--- src/rtl/redmule_job_ctx_queue.sv ---
// Ring of NumCtx job-register contexts between a register slave port and a job offload handshake.
// Build option: define REDMULE_CTX_COPY_EN to carry committed registers into the next context.
module redmule_job_ctx_queue #(
    parameter int unsigned NumCtx  = 2,
    parameter int unsigned NumRegs = 22,
    parameter int unsigned IdW     = 8,
    localparam int unsigned AddrW  = $clog2(NumRegs),
    localparam int unsigned CtxW   = $clog2(NumCtx),
    localparam int unsigned CntW   = $clog2(NumCtx) + 1
) (
    input  logic                    clk_i,
    input  logic                    rst_i,
    input  logic                    reg_req_i,
    input  logic                    reg_we_i,
    input  logic [3:0]              reg_be_i,
    input  logic [AddrW-1:0]        reg_addr_i,
    input  logic [31:0]             reg_wdata_i,
    output logic                    reg_gnt_o,
    output logic                    reg_rvalid_o,
    output logic [31:0]             reg_rdata_o,
    input  logic                    trigger_i,
    output logic                    job_valid_o,
    input  logic                    job_ready_i,
    output logic [NumRegs*32-1:0]   job_regs_o,
    output logic [IdW-1:0]          job_id_o,
    input  logic                    done_i,
    output logic [CntW-1:0]         free_cnt_o,
    output logic                    busy_o,
    output logic                    evt_o,
    output logic                    err_o
);

    localparam logic [1:0] FREE    = 2'd0;
    localparam logic [1:0] QUEUED  = 2'd1;
    localparam logic [1:0] RUNNING = 2'd2;

    logic [1:0]      ctx_state [NumCtx];
    logic [1:0]      state_n   [NumCtx];
    logic [31:0]     ctx_regs  [NumCtx][NumRegs];
    logic [IdW-1:0]  ctx_id    [NumCtx];
    logic [CtxW-1:0] wr_ptr, run_ptr, done_ptr;
    logic [CtxW-1:0] wr_ptr_n, run_ptr_n, done_ptr_n;
    logic [IdW-1:0]  id_cnt;
    logic [CntW-1:0] free_n;
    logic            wr_free, commit, drop, dispatch, retire, addr_ok;
    logic            job_valid_q, rvalid_q, busy_q, evt_q, err_q;
    logic [31:0]     rdata_q;
    logic [CntW-1:0] free_cnt_q;

    // Contexts are filled, dispatched and retired strictly in ring order, so the
    // context at wr_ptr being non-FREE means every context is occupied.
    assign wr_free   = ctx_state[wr_ptr] == FREE;
    assign commit    = trigger_i && wr_free;
    assign drop      = trigger_i && !wr_free;
    assign dispatch  = job_valid_q && job_ready_i;
    assign retire    = done_i && (ctx_state[done_ptr] == RUNNING);
    assign addr_ok   = 32'(reg_addr_i) < NumRegs;
    assign reg_gnt_o = reg_req_i && wr_free;

    assign wr_ptr_n   = wr_ptr + CtxW'(commit);
    assign run_ptr_n  = run_ptr + CtxW'(dispatch);
    assign done_ptr_n = done_ptr + CtxW'(retire);

    // The three events always target distinct contexts (FREE / QUEUED / RUNNING).
    always_comb begin
        state_n = ctx_state;
        if (retire)   state_n[done_ptr] = FREE;
        if (dispatch) state_n[run_ptr]  = RUNNING;
        if (commit)   state_n[wr_ptr]   = QUEUED;
    end

    always_comb begin
        free_n = '0;
        for (int c = 0; c < NumCtx; c++) begin
            if (state_n[c] == FREE) free_n = free_n + CntW'(1);
        end
    end

    always_ff @(posedge clk_i) begin
        if (rst_i) begin
            for (int c = 0; c < NumCtx; c++) ctx_state[c] <= FREE;
            wr_ptr      <= '0;
            run_ptr     <= '0;
            done_ptr    <= '0;
            id_cnt      <= '0;
            job_valid_q <= 1'b0;
            free_cnt_q  <= CntW'(NumCtx);
            busy_q      <= 1'b0;
            evt_q       <= 1'b0;
            err_q       <= 1'b0;
            rvalid_q    <= 1'b0;
            rdata_q     <= '0;
        end else begin
            ctx_state   <= state_n;
            wr_ptr      <= wr_ptr_n;
            run_ptr     <= run_ptr_n;
            done_ptr    <= done_ptr_n;
            job_valid_q <= state_n[run_ptr_n] == QUEUED;
            free_cnt_q  <= free_n;
            busy_q      <= free_n != CntW'(NumCtx);
            evt_q       <= retire;
            err_q       <= drop;
            rvalid_q    <= reg_gnt_o && !reg_we_i;
            rdata_q     <= (reg_gnt_o && !reg_we_i && addr_ok) ? ctx_regs[wr_ptr][reg_addr_i] : '0;
            if (commit) id_cnt <= id_cnt + IdW'(1);
        end
    end

    always_ff @(posedge clk_i) begin
        if (commit && !rst_i) ctx_id[wr_ptr] <= id_cnt;
    end

`ifdef REDMULE_CTX_COPY_EN
    logic [CtxW-1:0] copy_dst, copy_src_q, copy_dst_q;
    logic            copy_pend_q, copy_now, copy_late;

    // If the successor is still occupied, the copy is deferred to the edge that frees it.
    assign copy_dst  = wr_ptr + CtxW'(1);
    assign copy_now  = commit && ((ctx_state[copy_dst] == FREE) || (retire && (done_ptr == copy_dst)));
    assign copy_late = copy_pend_q && retire && (done_ptr == copy_dst_q);

    always_ff @(posedge clk_i) begin
        if (rst_i)                    copy_pend_q <= 1'b0;
        else if (commit && !copy_now) copy_pend_q <= 1'b1;
        else if (copy_late)           copy_pend_q <= 1'b0;
    end

    always_ff @(posedge clk_i) begin
        if (commit) begin
            copy_src_q <= wr_ptr;
            copy_dst_q <= copy_dst;
        end
    end
`endif

    always_ff @(posedge clk_i) begin
        if (rst_i) begin
            for (int c = 0; c < NumCtx; c++) begin
                for (int r = 0; r < NumRegs; r++) ctx_regs[c][r] <= '0;
            end
        end else begin
`ifdef REDMULE_CTX_COPY_EN
            if (copy_now) begin
                for (int r = 0; r < NumRegs; r++) ctx_regs[copy_dst][r] <= ctx_regs[wr_ptr][r];
            end
            if (copy_late) begin
                for (int r = 0; r < NumRegs; r++) ctx_regs[copy_dst_q][r] <= ctx_regs[copy_src_q][r];
            end
`else
            if (retire) begin
                for (int r = 0; r < NumRegs; r++) ctx_regs[done_ptr][r] <= '0;
            end
`endif
            if (reg_gnt_o && reg_we_i && addr_ok) begin
                for (int b = 0; b < 4; b++) begin
                    if (reg_be_i[b]) ctx_regs[wr_ptr][reg_addr_i][8*b +: 8] <= reg_wdata_i[8*b +: 8];
                end
            end
        end
    end

    // A QUEUED context is never written, so the offered job stays stable until taken.
    always_comb begin
        job_regs_o = '0;
        for (int r = 0; r < NumRegs; r++) begin
            if (job_valid_q) job_regs_o[32*r +: 32] = ctx_regs[run_ptr][r];
        end
    end

    assign job_id_o     = job_valid_q ? ctx_id[run_ptr] : '0;
    assign job_valid_o  = job_valid_q;
    assign reg_rvalid_o = rvalid_q;
    assign reg_rdata_o  = rdata_q;
    assign free_cnt_o   = free_cnt_q;
    assign busy_o       = busy_q;
    assign evt_o        = evt_q;
    assign err_o        = err_q;

endmodule

--- config.mk ---
export PLATFORM = sky130hd
export DESIGN_NAME = redmule_job_ctx_queue
export DESIGN_NICKNAME = d
export VERILOG_FILES = /design/src/rtl/redmule_job_ctx_queue.sv
export SDC_FILE = /design/constraint.sdc
export NUM_CORES = 2
export LEC_CHECK = 0
export ABC_CLOCK_PERIOD_IN_PS = 8660
export CAP_MARGIN = 40
export CORE_MARGIN = 10
export CORE_UTILIZATION = 50
export CTS_BUF_LIST = sky130_fd_sc_hd__clkbuf_8
export CTS_CLUSTER_SIZE = 30
export DETAILED_ROUTE_END_ITERATION = 12
export PLACE_DENSITY_LB_ADDON = 0.3
export SETUP_SLACK_MARGIN = 0.3
export SYNTH_ARGS = -nofsm -noshare
export SYNTH_HDL_FRONTEND = slang
export SYNTH_SLANG_ARGS = --single-unit
export TNS_END_PERCENT = 10
--- constraint.sdc ---
create_clock -name clk_i -period 8.66 [get_ports clk_i]
set_input_delay 1.732 -clock clk_i [delete_from_list [all_inputs] [get_ports clk_i]]
set_output_delay 1.732 -clock clk_i [all_outputs]
set_load 0.1 [all_outputs]
==> flow_summary.yaml <==
hold_path:
  min_path_type: "reg2reg"
  holdCritStartpoint: "id_cnt[7]"
power:
  power_frac_seq_pct: 39.9
  p_total_mw: 20.9
  power.switching_mw: 7.36
  clock_power_share_pct: 28.0
  p_int_mw: 13.5
  p_leak_nw: 43.7
  p_comb_share_pct: 32.1
  ir_drop_v: 0.000185
  p_per_area_nw_per_um2: 189
  swShare_pct: 35.3
sta:
  worst_slack_ns: 2.08
  fin_skew_ns: 0.0382
  fin_crit_sh_pct: 75.9
  final_hold_viol_count: 0
  grt_setup_unrepaired: "false"
  tns_ns: 0
  hold-worst-slack_ns: 0.484
  worst_pin_slew_ns: 1.05
  slew_headroom_pct: 29.9
  setup_viol: 0
  fin_crit_ns: 6.58
  final_max_slew_viol_count: 0
  fmax_ghz: 0.152
yosys:
  synth_compound_area_share_pct: 3.54
  synthAdderAreaFrac_pct: 0.0471
  ys_types: 55
  synth_simple_gate_area_share_pct: 18.2
  syn_avg_cell_area_sq_um: 12.6
  ys_warn_count: 0
  synth.net_count: 6390
  netlist_area_sq_um: 79800
  syn_inst: 6339
  synth_top_family_by_area: "multiplexers"
  synth-seq-cells: 1478
  ys_seq_area_share_pct: 55.0
  synth_edf_count: 1424
  synthArstFlopShare_pct: 0
  synthMuxAreaShare_pct: 19.2
  synth_top_flop_cell: "edfxtp_1"
  synth_xor_area_share_pct: 0.0988
setup_path:
  reg2reg_from: "wr_ptr"
  path_class: "reg2out"
  cp_data_arrival_time_ns: 4.84
  cp_max_fo: 104
  cp_top_family: "buffers and inverters"
  start_kind: "flip-flop"
  endpoint_kind: "output port"
  crit_start: "run_ptr"
  required_ns: 6.93
  path_buf_inv: 4
  cp_cell_sequence: "buf_4, buf_12, mux2i_1, nor2b_1, clkdlybuf4s50_1, buf_16"
  slowest_delay_ns: 0.95
  cp_slowest_cell: "dfxtp_4"
final_layout:
  syn_to_final_growth_pct: 38.1
  final_area_sq_um: 110000
  final_cell_mix: "1424 x edfxtp_1, 1411 x and3_1, 1039 x mux2i_1, 794 x clkdlybuf4s50_1, 722 x nor2b_1"
  final_common_cell: "edfxtp_1"
  post-route-util_pct: 69.5
  layout.nets: 7765
  drive_gt1_share_pct: 21.4
  final_cells: 9998
route:
  post_drt_wl_per_cell_um: 33.4
  drt_iter0_markers: 9919
  drt-pass1-iter-count: 8
  drc: 0
  detail-route-antenna-nets: 0
  drt-total-wl_um: 334000
  vias: 64950
  routed_via_density: 6.50
clock_tree:
  postCtsSetupBuffers: 0
  clock_path_buffers: 3
  cts-root-buf: "clkbuf_8"
  cts_tree: "yes"
  htreeDepth: 4
  cts_resized: 0
  clkTransAtPathRegs_ns: 0.06
  insertion_delay_ns: 0.98
  cts_inserted_buffers: 235
  cts_sinks: 1478
  holdBufCountCts: 0
global_routing:
  busiest_layer: "met2"
  grt_pass1_vias: 64460
  use_met3_pct: 10.7
  met2_usage_pct: 57.9
  grt_util_all_layers_pct: 37.0
  use_met1_pct: 41.6
  grt_max_degree: 244
  antenna_found_initial: 38
  grt_pass1_wl_um: 472000
  overflow: 0
status:
  status: "completed"
die:
  die_width_um: 419
  die_h_um: 419
  rows: 146
  initial_core_util_pct: 50.3
  die_area_sq_um: 176000
  io_pins: 800
  coreArea_sq_um: 159000
placement:
  place_inst: 9506
  pre_cts_ws_ns: 3.03
  io_buffer_count: 799
  place_congestion: 0.939
  postPlaceCellArea_sq_um: 105000
  dp_hpwl_um: 232000
run:
  maxCapViolCount: 0
synthesized netlist by cell type (all sizes together), types with 2 or more instances:
library cell  count  area share (%)
o22ai            67            0.53
nand2            83            0.39
nor3              9           0.063
o21ai           211             1.3
and2              6           0.047
nand4            34            0.27
buf             195             1.2
nor4b             2           0.030
or3               2           0.016
and3           1419              11
o22a             26            0.29
or2               3           0.024
nand4b            2           0.022
nand2b            8           0.063
a22o             29            0.32
dfxtp            54             1.4
nor2b           727             5.7
nor3b             3           0.049
clkbuf          567             2.7
edfxtp         1424              54
a32o              3           0.038
inv               2          0.0094
a21oi            30            0.19
a31oi             2           0.016
nand3            24            0.15
a32oi             4           0.044
a211oi            4           0.038
xor2              8           0.088
nor2             52            0.24
a41oi            31            0.34
a22oi            38            0.36
mux2i          1039              13
ha                3           0.047
mux4            218             6.2
per-layer routing:
metal  vias up  routed length [um]
met2      5331              154000
met3      1447               37700
li1      26726                   -
met1     31422              105000
met4        24               36800
met5         -                 170
sequential cells by signal, indices dropped and copies added (netlist names), 2 cells and up:
name and cells:
ctx_id 16, ctx_regs 1408, ctx_state 4, free_cnt_o 2
id_cnt 8, reg_rdata_o 32
worst paths after layout:
| kind | endpoint | slack, ns | depth (start not counted) |
|---|---|---|---|
| worst max-delay path | job_regs_o[630] | 2.08 | 6 |
| worst min register to register | ctx_id[0][7] | 0.48 | 0 |
| worst min-delay path | ctx_id[0][7] | 0.48 | 0 |
| worst max register to register | reg_rdata_o[31] | 3.78 | 9 |
final cells by class:
class	count	area, sq um
Sequential cell	1478	43900
Timing Repair Buffer	1900	26200
Antenna cell	20	50.0
Multi-Input combinational cell	4097	33100
Clock inverter	184	1080
Inverter	2	7.51
Fill cell	10066	48400
Tap cell	2072	2590
Clock buffer	245	3370
power by group through the flow:
stage                     logic (mW)  registers [mW]  clock network, mW
after global placement          5.11            8.46                  0
after floorplan                 3.70            8.40                  0
after global routing            6.81            8.34               6.14
after CTS                       6.58            8.31               5.81
after detailed placement        6.56            8.46                  0
final                           6.70            8.32               5.83
kinds of logic after synthesis:
kind of cell | after synthesis
buffers and inverters | 764
AO/OA/AOI/OAI | 451
flip-flops | 1478
adder cells (fa/ha/maj) | 3
AND/OR/NAND/NOR | 2376
XOR/XNOR | 9
multiplexers | 1258
Note: power is estimated with default switching activity, not from simulation.
